File: config.mk
export PLATFORM = sky130hd
export DESIGN_NAME = stream_to_framebuf_writer
export DESIGN_NICKNAME = d
export VERILOG_FILES = /design/src/rtl/stream_to_framebuf_writer.sv
export SDC_FILE = /design/constraint.sdc
export NUM_CORES = 1
export LEC_CHECK = 0
export ABC_AREA = 1
export CORE_ASPECT_RATIO = 0.8
export CORE_MARGIN = 2
export CORE_UTILIZATION = 54
export DETAILED_ROUTE_END_ITERATION = 16
export HOLD_SLACK_MARGIN = 0.06
export PLACE_DENSITY_LB_ADDON = 0.05
export SLEW_MARGIN = 15
export SYNTH_ARGS = -nofsm -noshare
export SYNTH_HDL_FRONTEND = slang
export SYNTH_SLANG_ARGS = --single-unit
File: constraint.sdc
create_clock -name clk_i -period 2.15 [get_ports clk_i]
set_input_delay 0.43 -clock clk_i [delete_from_list [all_inputs] [get_ports clk_i]]
set_output_delay 0.43 -clock clk_i [all_outputs]
set_load 0.005 [all_outputs]
File: src/rtl/stream_to_framebuf_writer.sv
// Captures one fsync/rsync/pdata frame into frame-buffer writes after a start pulse.
// Addresses come from a running row base plus column, so no multiplier is needed.
module stream_to_framebuf_writer #(
    parameter int DATA_WIDTH = 8,
    parameter int IMG_W      = 320,
    parameter int IMG_H      = 240,
    parameter int ADDR_W     = 17
) (
    input  logic                  clk_i,
    input  logic                  rst_ni,
    input  logic                  start_i,
    input  logic                  pix_ce_i,
    input  logic                  fsync_i,
    input  logic                  rsync_i,
    input  logic [DATA_WIDTH-1:0] pdata_i,
    output logic [ADDR_W-1:0]     wraddr_o,
    output logic [11:0]           dout_o,
    output logic                  we_o,
    output logic                  busy_o,
    output logic                  done_o,
    output logic                  err_o
);

    localparam int CW = $clog2(IMG_W + 1);
    localparam int RW = $clog2(IMG_H + 1);
    localparam logic [CW-1:0]     COL_LIM  = CW'(IMG_W);
    localparam logic [RW-1:0]     LAST_ROW = RW'(IMG_H - 1);
    localparam logic [ADDR_W-1:0] ROW_STEP = ADDR_W'(IMG_W);

    typedef enum logic [1:0] {IDLE, ARMED, CAPTURE, DONE} state_t;

    state_t              state_q, state_d;
    logic                fsync_q, rsync_q;
    logic [CW-1:0]       col_q;
    logic [RW-1:0]       row_q;
    logic [ADDR_W-1:0]   base_q;
    logic                fs_rise, fs_fall, rs_fall, valid, last_row, col_full;
    logic [3:0]          pix_hi;
    logic                unused_low_bits;

    // Edges are only seen on strobed samples, against the previous strobed value.
    assign fs_rise  = pix_ce_i &  fsync_i & ~fsync_q;
    assign fs_fall  = pix_ce_i & ~fsync_i &  fsync_q;
    assign rs_fall  = pix_ce_i & ~rsync_i &  rsync_q;
    assign valid    = pix_ce_i &  fsync_i &  rsync_i;
    assign last_row = (row_q == LAST_ROW);
    assign col_full = (col_q >= COL_LIM);
    assign pix_hi   = pdata_i[DATA_WIDTH-1 -: 4];
    assign unused_low_bits = ^pdata_i[DATA_WIDTH-5:0];

    assign busy_o = (state_q == ARMED) || (state_q == CAPTURE);
    assign done_o = (state_q == DONE);

    always_ff @(posedge clk_i or negedge rst_ni) begin
        if (!rst_ni) state_q <= IDLE;
        else         state_q <= state_d;
    end

    always_comb begin
        state_d = state_q;
        unique case (state_q)
            IDLE:    if (start_i) state_d = ARMED;
            ARMED:   if (fs_rise) state_d = CAPTURE;
            CAPTURE: if ((rs_fall && last_row) || fs_fall) state_d = DONE;
            DONE:    if (start_i) state_d = ARMED;
            default: state_d = IDLE;
        endcase
    end

    always_ff @(posedge clk_i or negedge rst_ni) begin
        if (!rst_ni) begin
            fsync_q  <= 1'b0;
            rsync_q  <= 1'b0;
            col_q    <= '0;
            row_q    <= '0;
            base_q   <= '0;
            we_o     <= 1'b0;
            wraddr_o <= '0;
            dout_o   <= '0;
            err_o    <= 1'b0;
        end else begin
            we_o <= 1'b0;
            if (pix_ce_i) begin
                fsync_q <= fsync_i;
                rsync_q <= rsync_i;
            end
            unique case (state_q)
                IDLE, DONE: begin
                    if (start_i) begin
                        err_o  <= 1'b0;
                        col_q  <= '0;
                        row_q  <= '0;
                        base_q <= '0;
                    end
                end
                CAPTURE: begin
                    if (valid) begin
                        if (!col_full) begin
                            we_o     <= 1'b1;
                            wraddr_o <= base_q + ADDR_W'(col_q);
                            dout_o   <= {pix_hi, pix_hi, pix_hi};
                            col_q    <= col_q + CW'(1);
                        end else begin
                            err_o <= 1'b1;
                        end
                    end
                    if (rs_fall) begin
                        if (col_q != COL_LIM) err_o <= 1'b1;
                        col_q  <= '0;
                        row_q  <= row_q + RW'(1);
                        base_q <= base_q + ROW_STEP;
                    end
                    // A frame end is only an error if the completing row end did not just happen.
                    if (fs_fall && !(rs_fall && last_row)) err_o <= 1'b1;
                end
                default: ;
            endcase
        end
    end

endmodule

==> flow_metrics.py <==
metrics = {
    "sta": {
        "setup-violations-final": 0,
        "worst_pin_slew_ns": 0.476,
        "fin_tns_setup_ns": 0,
        "rsz0062_at_grt": "false",
        "max-slew-margin-rel_pct": 68.0,
        "drv_slew": 0,
        "period_needed_ns": 2.05,
        "skew_ns": 0.00970,
        "fin_crit_sh_pct": 95.4,
        "hold_viol": 0,
        "fmax_ghz": 0.488,
    },
    "synthesis": {
        "ys.flop_type": "dfrtp_1",
        "yosys.area.top_type_share_pct": 45.3,
        "avgSynthCellArea_sq_um": 7.71,
        "yosys.area.top_type": "dfrtp_1",
        "ys_warn_count": 0,
        "synth_area_sq_um": 3040,
        "synth_edf_count": 0,
        "synthArstFlopShare_pct": 100,
        "synth_cells": 394,
        "ys_top_cells_by_count": "nand2_1, dfrtp_1, inv_1",
        "syn-num-nets": 418,
        "synth.top_cells.by_area": "dfrtp_1, nand2_1, inv_1, o21ai_0, nor2_1",
        "synthDistinctLibCells": 28,
        "yosysSeqAreaShare_pct": 45.3,
        "ys_seq_elements": 55,
        "synth.most_common_cell": "nand2_1",
    },
    "clock_network": {
        "cts_buffer_depth": 2,
        "clkLatencyLatePin_ns": 0.31,
        "cts_hold_buffers": 0,
        "h-tree-depth": 2,
        "path_clk_slew_ns": 0.10,
        "cts_buffers": 5,
        "cts_root_buffer": "clkbuf_8",
        "cts_sinks": 55,
        "cts_tree": "built",
    },
    "cells_and_area": {
        "antennaDiodeCount": 0,
        "fillers": 469,
        "postLayoutCellArea_sq_um": 3570,
        "area.growth.synth_to_final_pct": 17.6,
        "final_nets": 458,
        "fin_util_pct": 65.7,
        "final_cells": 513,
        "drive_gt1_share_pct": 7.59,
    },
    "run_status": {
        "status": "complete, no violations",
    },
    "global_routing": {
        "grt_pass1_vias": 2423,
        "grt_max_degree": 32,
        "grt_pass1_wl_um": 11300,
        "overflow": 0,
        "track_usage_pct": 22.8,
        "antenna_found_initial": 0,
    },
    "setup_path": {
        "timing.rr.end": "col_q[8]",
        "crit_type": "reg -> out",
        "worst_r2r_path_depth": 9,
        "cp-start-kind": "flop",
        "r2r-start": "state_q[0]",
        "rrSetupSlack_ns": 0.31,
        "required_ns": 1.72,
        "critPathMaxFanout": 4,
        "worst_ep_arrival_time_ns": 1.62,
        "crit_path_end_kind": "output pin",
    },
    "route": {
        "dr.first_iter.drc_count": 137,
        "drt-total-wl_um": 6230,
        "ant_nets": 0,
        "avgRoutedWirePerCell_um": 12.1,
        "route.detailed.drc": 0,
        "vias_per_cell": 4.95,
        "drt-pass1-iter-count": 4,
        "dr_total_vias": 2540,
    },
    "pwr": {
        "p_clk_share_pct": 15.7,
        "totalPowerFinal_uw": 3580,
        "p_switching_uw": 1440,
        "power_frac_comb_pct": 46.5,
        "power_leakage_uw": 0.00171,
        "powerDensity_nw_per_um2": 1000,
        "peakVddDrop_mv": 0.602,
        "p_int_uw": 2140,
        "seqPwrFrac_pct": 37.8,
        "switching_share_pct": 40.2,
    },
    "die": {
        "die_w_um": 87.9,
        "initial_core_util_pct": 55.9,
        "core_area_sq_um": 5440,
        "pin_count": 47,
        "num_rows": 24,
        "dieArea_sq_um": 6250,
        "die_h_um": 71.1,
    },
    "placement": {
        "dp.cells": 504,
        "post_dp_cell_area_sq_um": 3470,
        "portBuffers": 42,
        "globalplace.congestion": 0.847,
        "dp_hpwl_um": 4700,
    },
    "worst_hold_path": {
        "hp-class": "in -> async",
    },
    "run": {
        "drv_cap": 0,
    },
}
power by group through the flow:
stage	logic (uW)	clock network, uW	registers (uW)
2_1_floorplan	1130	0	1360
4_1_cts	1640	576	1360
6_report	1670	563	1350
3_5_place_dp	1640	0	1380
5_1_grt	1900	616	1380
3_3_place_gp	1620	0	1370
per-layer routing:
metal	vias up	track usage (%)	share of wire, %
met5	-	0	0
met4	0	4.27	0.61
met3	4	4.67	4.8
met2	50	34.9	43
met1	1155	34.0	51
li1	1331	-	-
how the worst max path moves through the flow:
| stage | startpoint | endpoint | cells after the start |
|---|---|---|---|
| floorplan | state_q[0] | col_q[6] | 8 |
| global placement | pix_ce_i | base_q[11] | 8 |
| detailed placement | pix_ce_i | base_q[11] | 8 |
| CTS | state_q[0] | busy_o | 4 |
| global route | state_q[0] | busy_o | 4 |
| finish | state_q[0] | busy_o | 4 |
through the flow:
stage                     setup slack [ns]  hold WS [ns]
after floorplan                      0.488         0.134
after global placement               0.149         0.403
after detailed placement             0.106         0.410
after CTS                           0.0484        0.0730
after global routing                0.0266        0.0979
final                               0.0989        0.0523
registers in the layout (all words and copies together), names as in the netlist:
signal and cells:
dout_o 4, state_q 2, row_q 8, col_q 9, base_q 11, we_o 1
wraddr_o 17, err_o 1, fsync_q 1, rsync_q 1
layout by cell type, fill, tap and decap left out, types with 3 or more instances in the layout:
cell type,count
ha_1,10
a21oi_1,11
dfrtp_1,55
nand3_2,3
inv_1,45
nand3_1,23
clkbuf_8,5
nor2_1,37
inv_2,4
xor2_1,3
clkdlybuf4s50_1,41
xnor2_1,3
nand4_1,10
nand2_1,120
o21ai_0,28
o21ai_1,7
nand2_2,5
nor3_1,5
buf_4,6
logic make-up after synthesis:
group	Yosys count	share of synthesized area, %
XOR/XNOR	6	1.73
buffers and inverters	64	9.80
AND/OR/NAND/NOR	209	30.4
flip-flops	55	45.3
AO/OA/AOI/OAI	50	8.61
adder cells (fa/ha/maj)	10	4.12
critical path, stage by stage (launching register included):
cell             delay [ns]
dfrtp_1                0.37
inv_1                  0.05
ha_1                   0.35
inv_1                  0.07
clkdlybuf4s50_1        0.49
layout make-up:
type,instances,area [sq um],share of cell area (%)
well taps,78,97.6,2.73
clock buffers,6,72.6,2.03
clock inverters,2,12.5,0.350
repair buffers,48,460,12.9
multi-input cells,275,1370,38.3
inverters,49,184,5.15
flip-flops and latches,55,1380,38.5
timing repair:
action / 4_1_cts / 5_1_grt
endpoints found under the hold margin: 0 / 0
setup buffers: 0 / 1
resized for setup: 0 / 1
endpoints found under the setup margin: 0 / 2
No activity file was read; power rests on OpenSTA's default activity.
==> patch 1: new RTL, same flow settings <==
Add an input register stage for `start_i`, `pix_ce_i`, `fsync_i`, `rsync_i` and `pdata_i`, cleared by the reset; this delays them by one clock.
--- a/src/rtl/stream_to_framebuf_writer.sv
+++ b/src/rtl/stream_to_framebuf_writer.sv
@@ -31,2 +31,24 @@
 
+    logic start_q;
+    logic pix_ce_q;
+    logic fsync_r;
+    logic rsync_r;
+    logic [DATA_WIDTH-1:0] pdata_q;
+
+    always_ff @(posedge clk_i or negedge rst_ni) begin
+        if (!rst_ni) begin
+            start_q  <= '0;
+            pix_ce_q <= '0;
+            fsync_r  <= '0;
+            rsync_r  <= '0;
+            pdata_q  <= '0;
+        end else begin
+            start_q  <= start_i;
+            pix_ce_q <= pix_ce_i;
+            fsync_r  <= fsync_i;
+            rsync_r  <= rsync_i;
+            pdata_q  <= pdata_i;
+        end
+    end
+
     state_t              state_q, state_d;
@@ -41,10 +63,10 @@
     // Edges are only seen on strobed samples, against the previous strobed value.
-    assign fs_rise  = pix_ce_i &  fsync_i & ~fsync_q;
-    assign fs_fall  = pix_ce_i & ~fsync_i &  fsync_q;
-    assign rs_fall  = pix_ce_i & ~rsync_i &  rsync_q;
-    assign valid    = pix_ce_i &  fsync_i &  rsync_i;
+    assign fs_rise  = pix_ce_q &  fsync_r & ~fsync_q;
+    assign fs_fall  = pix_ce_q & ~fsync_r &  fsync_q;
+    assign rs_fall  = pix_ce_q & ~rsync_r &  rsync_q;
+    assign valid    = pix_ce_q &  fsync_r &  rsync_r;
     assign last_row = (row_q == LAST_ROW);
     assign col_full = (col_q >= COL_LIM);
-    assign pix_hi   = pdata_i[DATA_WIDTH-1 -: 4];
-    assign unused_low_bits = ^pdata_i[DATA_WIDTH-5:0];
+    assign pix_hi   = pdata_q[DATA_WIDTH-1 -: 4];
+    assign unused_low_bits = ^pdata_q[DATA_WIDTH-5:0];
 
@@ -61,6 +83,6 @@
         unique case (state_q)
-            IDLE:    if (start_i) state_d = ARMED;
+            IDLE:    if (start_q) state_d = ARMED;
             ARMED:   if (fs_rise) state_d = CAPTURE;
             CAPTURE: if ((rs_fall && last_row) || fs_fall) state_d = DONE;
-            DONE:    if (start_i) state_d = ARMED;
+            DONE:    if (start_q) state_d = ARMED;
             default: state_d = IDLE;
@@ -82,5 +104,5 @@
             we_o <= 1'b0;
-            if (pix_ce_i) begin
-                fsync_q <= fsync_i;
-                rsync_q <= rsync_i;
+            if (pix_ce_q) begin
+                fsync_q <= fsync_r;
+                rsync_q <= rsync_r;
             end
@@ -88,3 +110,3 @@
                 IDLE, DONE: begin
-                    if (start_i) begin
+                    if (start_q) begin
                         err_o  <= 1'b0;
Function: changed (a bounded check fails within 4 cycles, from zero or initial values and one cycle with rst_ni low).
==> patch 1 against the unedited design <==
Global-route usage is 1.2 points lower. Sequential cell count is 8 higher. Routed wire length is 5.2% higher. Area after synthesis is 6.8% higher. Setup slack better by 0.0072 ns. Design area is 9.5% higher. Critical path type unchanged. Critical endpoint unchanged. Power is 18% higher. Via count is 3.4% higher.
==> patch 1: results (changes against the unedited design) <==
dp_cells: 507  # +0.60%
reg2regPathDepth: 7  # -2
fmax_ghz: 0.489  # +0.35%
nFillCells: 502  # +7.0%
power_switching_mw: 1.61  # +11%
synth.avg_cell_area_um2: 8.22  # +6.6%
place_congestion: 0.891  # +5.1%
grt_pass1_wl_mm: 11.3  # unchanged
signal_buffers: 47  # -2.1%
grt_pass1_vias: 2421  # -0.083%
whs_ns: 0.121  # +0.0692 ns
grtUsageTotal_pct: 21.6  # -1.2 points
met1_length_mm: 3.26  # +2.3%
wl_met2_mm: 2.86  # +5.8%
reg2reg_from: "col_q[7]$_DFFE_PN0P_"
layout-drive-gt1-share_pct: 10.4  # +2.8 points
cpPeakStageDelay_ns: 0.49  # about the same
ys_types: 33  # +18%
cts_max_level: 3  # +1
seqCellArea_um2: 1580  # +15%
viasPerCell: 5.01  # +1.2%
met3_usage_pct: 7.08  # +2.4 points
vias: 2626  # +3.4%
clock_buffers: 10  # +4
inv_count: 43  # -12%
nets: 462  # +0.87%
ys_seq_area_share_pct: 48.6  # +3.3 points
gr-usage-met2_pct: 33.7  # -1.2 points
final_util_pct: 66.9  # +1.2 points
synth_fp_nets: 419  # +0.24%
post_cts_resized: 1  # +1
yosys-top-cells-area: "dfrtp_1, nand2_1, o21ai_0"
hp-class: "in -> async"
cts_buffers: 9  # +4
drt_iter0_drc: 126  # -8.0%
clk_latency_ns: 0.34  # +0.03 ns
grt_max_degree: 34  # +6.3%
r2r-end: "wraddr_o[11]$_DFFE_PN0P_"
rrSetupSlack_ns: 0.26  # -0.05 ns
crit_arrival_ns: 1.61
cts_setup_buffers: 1  # +1
skew_ns: 0.00618  # -0.00352 ns
synth_commonest_cells: "nand2_1, dfrtp_1, inv_1, nor2_1, o21ai_0"
bufAreaShareNonClock_pct: 11.9  # -0.99 points
placed_area_um2: 3690  # +6.3%
wl_met3_um: 322  # +8.8%
place_ws_ns: 0.199  # +0.0937 ns
leakage_nw: 1.84  # +7.8%
peakVddDrop_v: 0.000503  # -16%
synth_seq_cells: 63  # +15%
multi_input_gates: 274  # -0.36%
post-dp-hpwl_mm: 4.69  # -0.20%
max_slew.worst_pin.slew_ns: 0.686  # +0.210 ns
grtUsageMet1_pct: 29.3  # -4.7 points
status: "finished, final reports clean"
wirelength_mm: 6.55  # +5.2%
multi_input_area_um2: 1410  # +2.8%
patch 1: cell types whose count changed after synthesis, moves of 5 or more:
cell     unedited run  this run
dfrtp_1            55        63
inv_1              45        38
nand2_1           120       114
nand4_1            10         5
patch 1: cell families (layout without fill, tap and decap cells):
logic type / count (synthesis) / count (layout) / synth area share [%]
flops: 63 / 63 / 48.6
xor+xnor: 6 / 6 / 1.62
buf+inv: 58 / 106 / 8.44
fa+ha+maj: 10 / 10 / 3.86
compound gates: 55 / 55 / 9.64
simple gates: 202 / 202 / 27.6
mux: 1 / 1 / 0.308
patch 1: power by group through the flow:
| stage | logic [mW] | clock network [mW] | registers (mW) |
|---|---|---|---|
| 2_1_floorplan | 1.17 | 0 | 1.51 |
| 3_5_place_dp | 1.65 | 0 | 1.53 |
| 6_report | 1.71 | 1.03 | 1.51 |
| 3_3_place_gp | 1.62 | 0 | 1.52 |
| 4_1_cts | 1.69 | 1.05 | 1.50 |
| 5_1_grt | 1.90 | 1.11 | 1.53 |
==> patch 2: new RTL, config.mk and constraints unchanged <==
Made on the original files. The parameter `IMG_W` goes from 320 to 160.
--- a/src/rtl/stream_to_framebuf_writer.sv
+++ b/src/rtl/stream_to_framebuf_writer.sv
@@ -4,3 +4,3 @@
     parameter int DATA_WIDTH = 8,
-    parameter int IMG_W      = 320,
+    parameter int IMG_W      = 160,
     parameter int IMG_H      = 240,
Check against the original RTL: not equivalent (Yosys sat finds a counterexample within 10 cycles, from zero or initial values and one cycle with rst_ni low).
==> patch 2 against the unedited design <==
Maximum frequency shrank 1.1%. Area after synthesis grew 0.86%. Design area grew 2.0%. Critical path type unchanged. Core utilization grew 0.92 points. Sequential cell count is the same. Setup slack lost 0.022 ns. Routed wire length grew 1.4%. Clock skew grew 0.0061 ns. Power grew 2.6%. Register-to-register slack lost 0.12 ns.
==> patch 2: results (changes against the unedited design) <==
dp_cells: 505  # +0.20%
grt_pass1_vias: 2372  # -2.1%
leakage_nw: 1.76  # +2.9%
grt_max_degree: 35  # +9.4%
vias: 2640  # +3.9%
skew_ns: 0.0158  # +0.00607 ns
place_congestion: 0.869  # +2.5%
viasPerCell: 5.12  # +3.3%
post_drt_wl_per_cell_um: 12.3  # +0.85%
rrSetupSlack_ns: 0.19  # -0.12 ns
grtUsageTotal_pct: 21.3  # -1.5 points
synth.avg_cell_area_um2: 7.78  # +0.86%
peakVddDrop_v: 0.000627  # +4.0%
place_ws_ns: 0.0981  # -0.00755 ns
r2r-end: "col_q[4]$_DFFE_PN0P_"
status: "finished, final reports clean"
reg2regPathDepth: 11  # +2
internal_power_mw: 2.21  # +2.9%
yosys-top-cells-area: "dfrtp_1, nand2_1, inv_1"
ys_seq_area_share_pct: 44.9  # -0.39 points
cts_max_level: 2  # unchanged
path_clk_slew_ns: 0.11
relSlewSlack_pct: 66.3  # -1.7 points
crit_arrival_ns: 1.64  # +0.02 ns
post-dp-hpwl_mm: 4.68  # -0.39%
clk_latency_ns: 0.33  # +0.02 ns
layout-drive-gt1-share_pct: 9.13  # +1.5 points
ys_types: 30  # +7.1%
nFillCells: 497  # +6.0%
drt_iter0_drc: 117  # -15%
nets: 461  # +0.66%
reg.largest.list: "wraddr_o x17, base_q x12"
syn_to_final_growth_pct: 18.9
fin_crit_sh_pct: 96.4  # +1.0 points
==> patch 2: cell count changes after synthesis, sizes merged, moves of 2 or more <==
cell,delta
inv,-6
nand2,+10
nand4,-2
o21ai,-5
buf,+2
nand3,-3
xor2,+2
==> patch 2: layout make-up <==
| type | count | share of cell area [%] |
|---|---|---|
| multi-input cells | 279 | 38.4 |
| repair buffers | 53 | 14.0 |
| clock inverters | 3 | 0.653 |
| well taps | 78 | 2.68 |
| clock buffers | 5 | 1.89 |
| flip-flops and latches | 55 | 37.8 |
| inverters | 43 | 4.57 |
==> patch 2: power by group through the flow <==
| stage | sequential (mW) | clock [mW] | combinational [mW] |
|---|---|---|---|
| 2_1_floorplan | 1.35 | 0 | 1.10 |
| 3_3_place_gp | 1.37 | 0 | 1.60 |
| 3_5_place_dp | 1.38 | 0 | 1.63 |
| 4_1_cts | 1.36 | 0.625 | 1.67 |
| 5_1_grt | 1.39 | 0.651 | 1.93 |
| 6_report | 1.36 | 0.605 | 1.71 |
==> patch 2: cells by family after synthesis <==
family	synth area share (%)
buf+inv	9.84
flops	44.9
simple gates	30.7
xor+xnor	2.29
fa+ha+maj	4.08
compound gates	8.21
==> patch 2: timing repair <==
action | CTS | global route
setup endpoints to repair | 1 | 1
setup buffers | 1 | 2
resized for setup | 1 | 1
==> patch 2: metal layers <==
metal | wire (µm) | part of all wire [%] | GRT usage [%]
met1 | 3030 | 48 | 30.5
met4 | 98 | 1.6 | 6.73
met2 | 2880 | 46 | 33.2
met3 | 312 | 4.9 | 3.80
met5 | 0 | 0 | 0
==> patch 2: worst max-delay path: stages, from the launching register on <==
cell	delay, ns
dfrtp_1	0.44
inv_1	0.12
ha_4	0.22
inv_2	0.05
clkdlybuf4s50_1	0.49
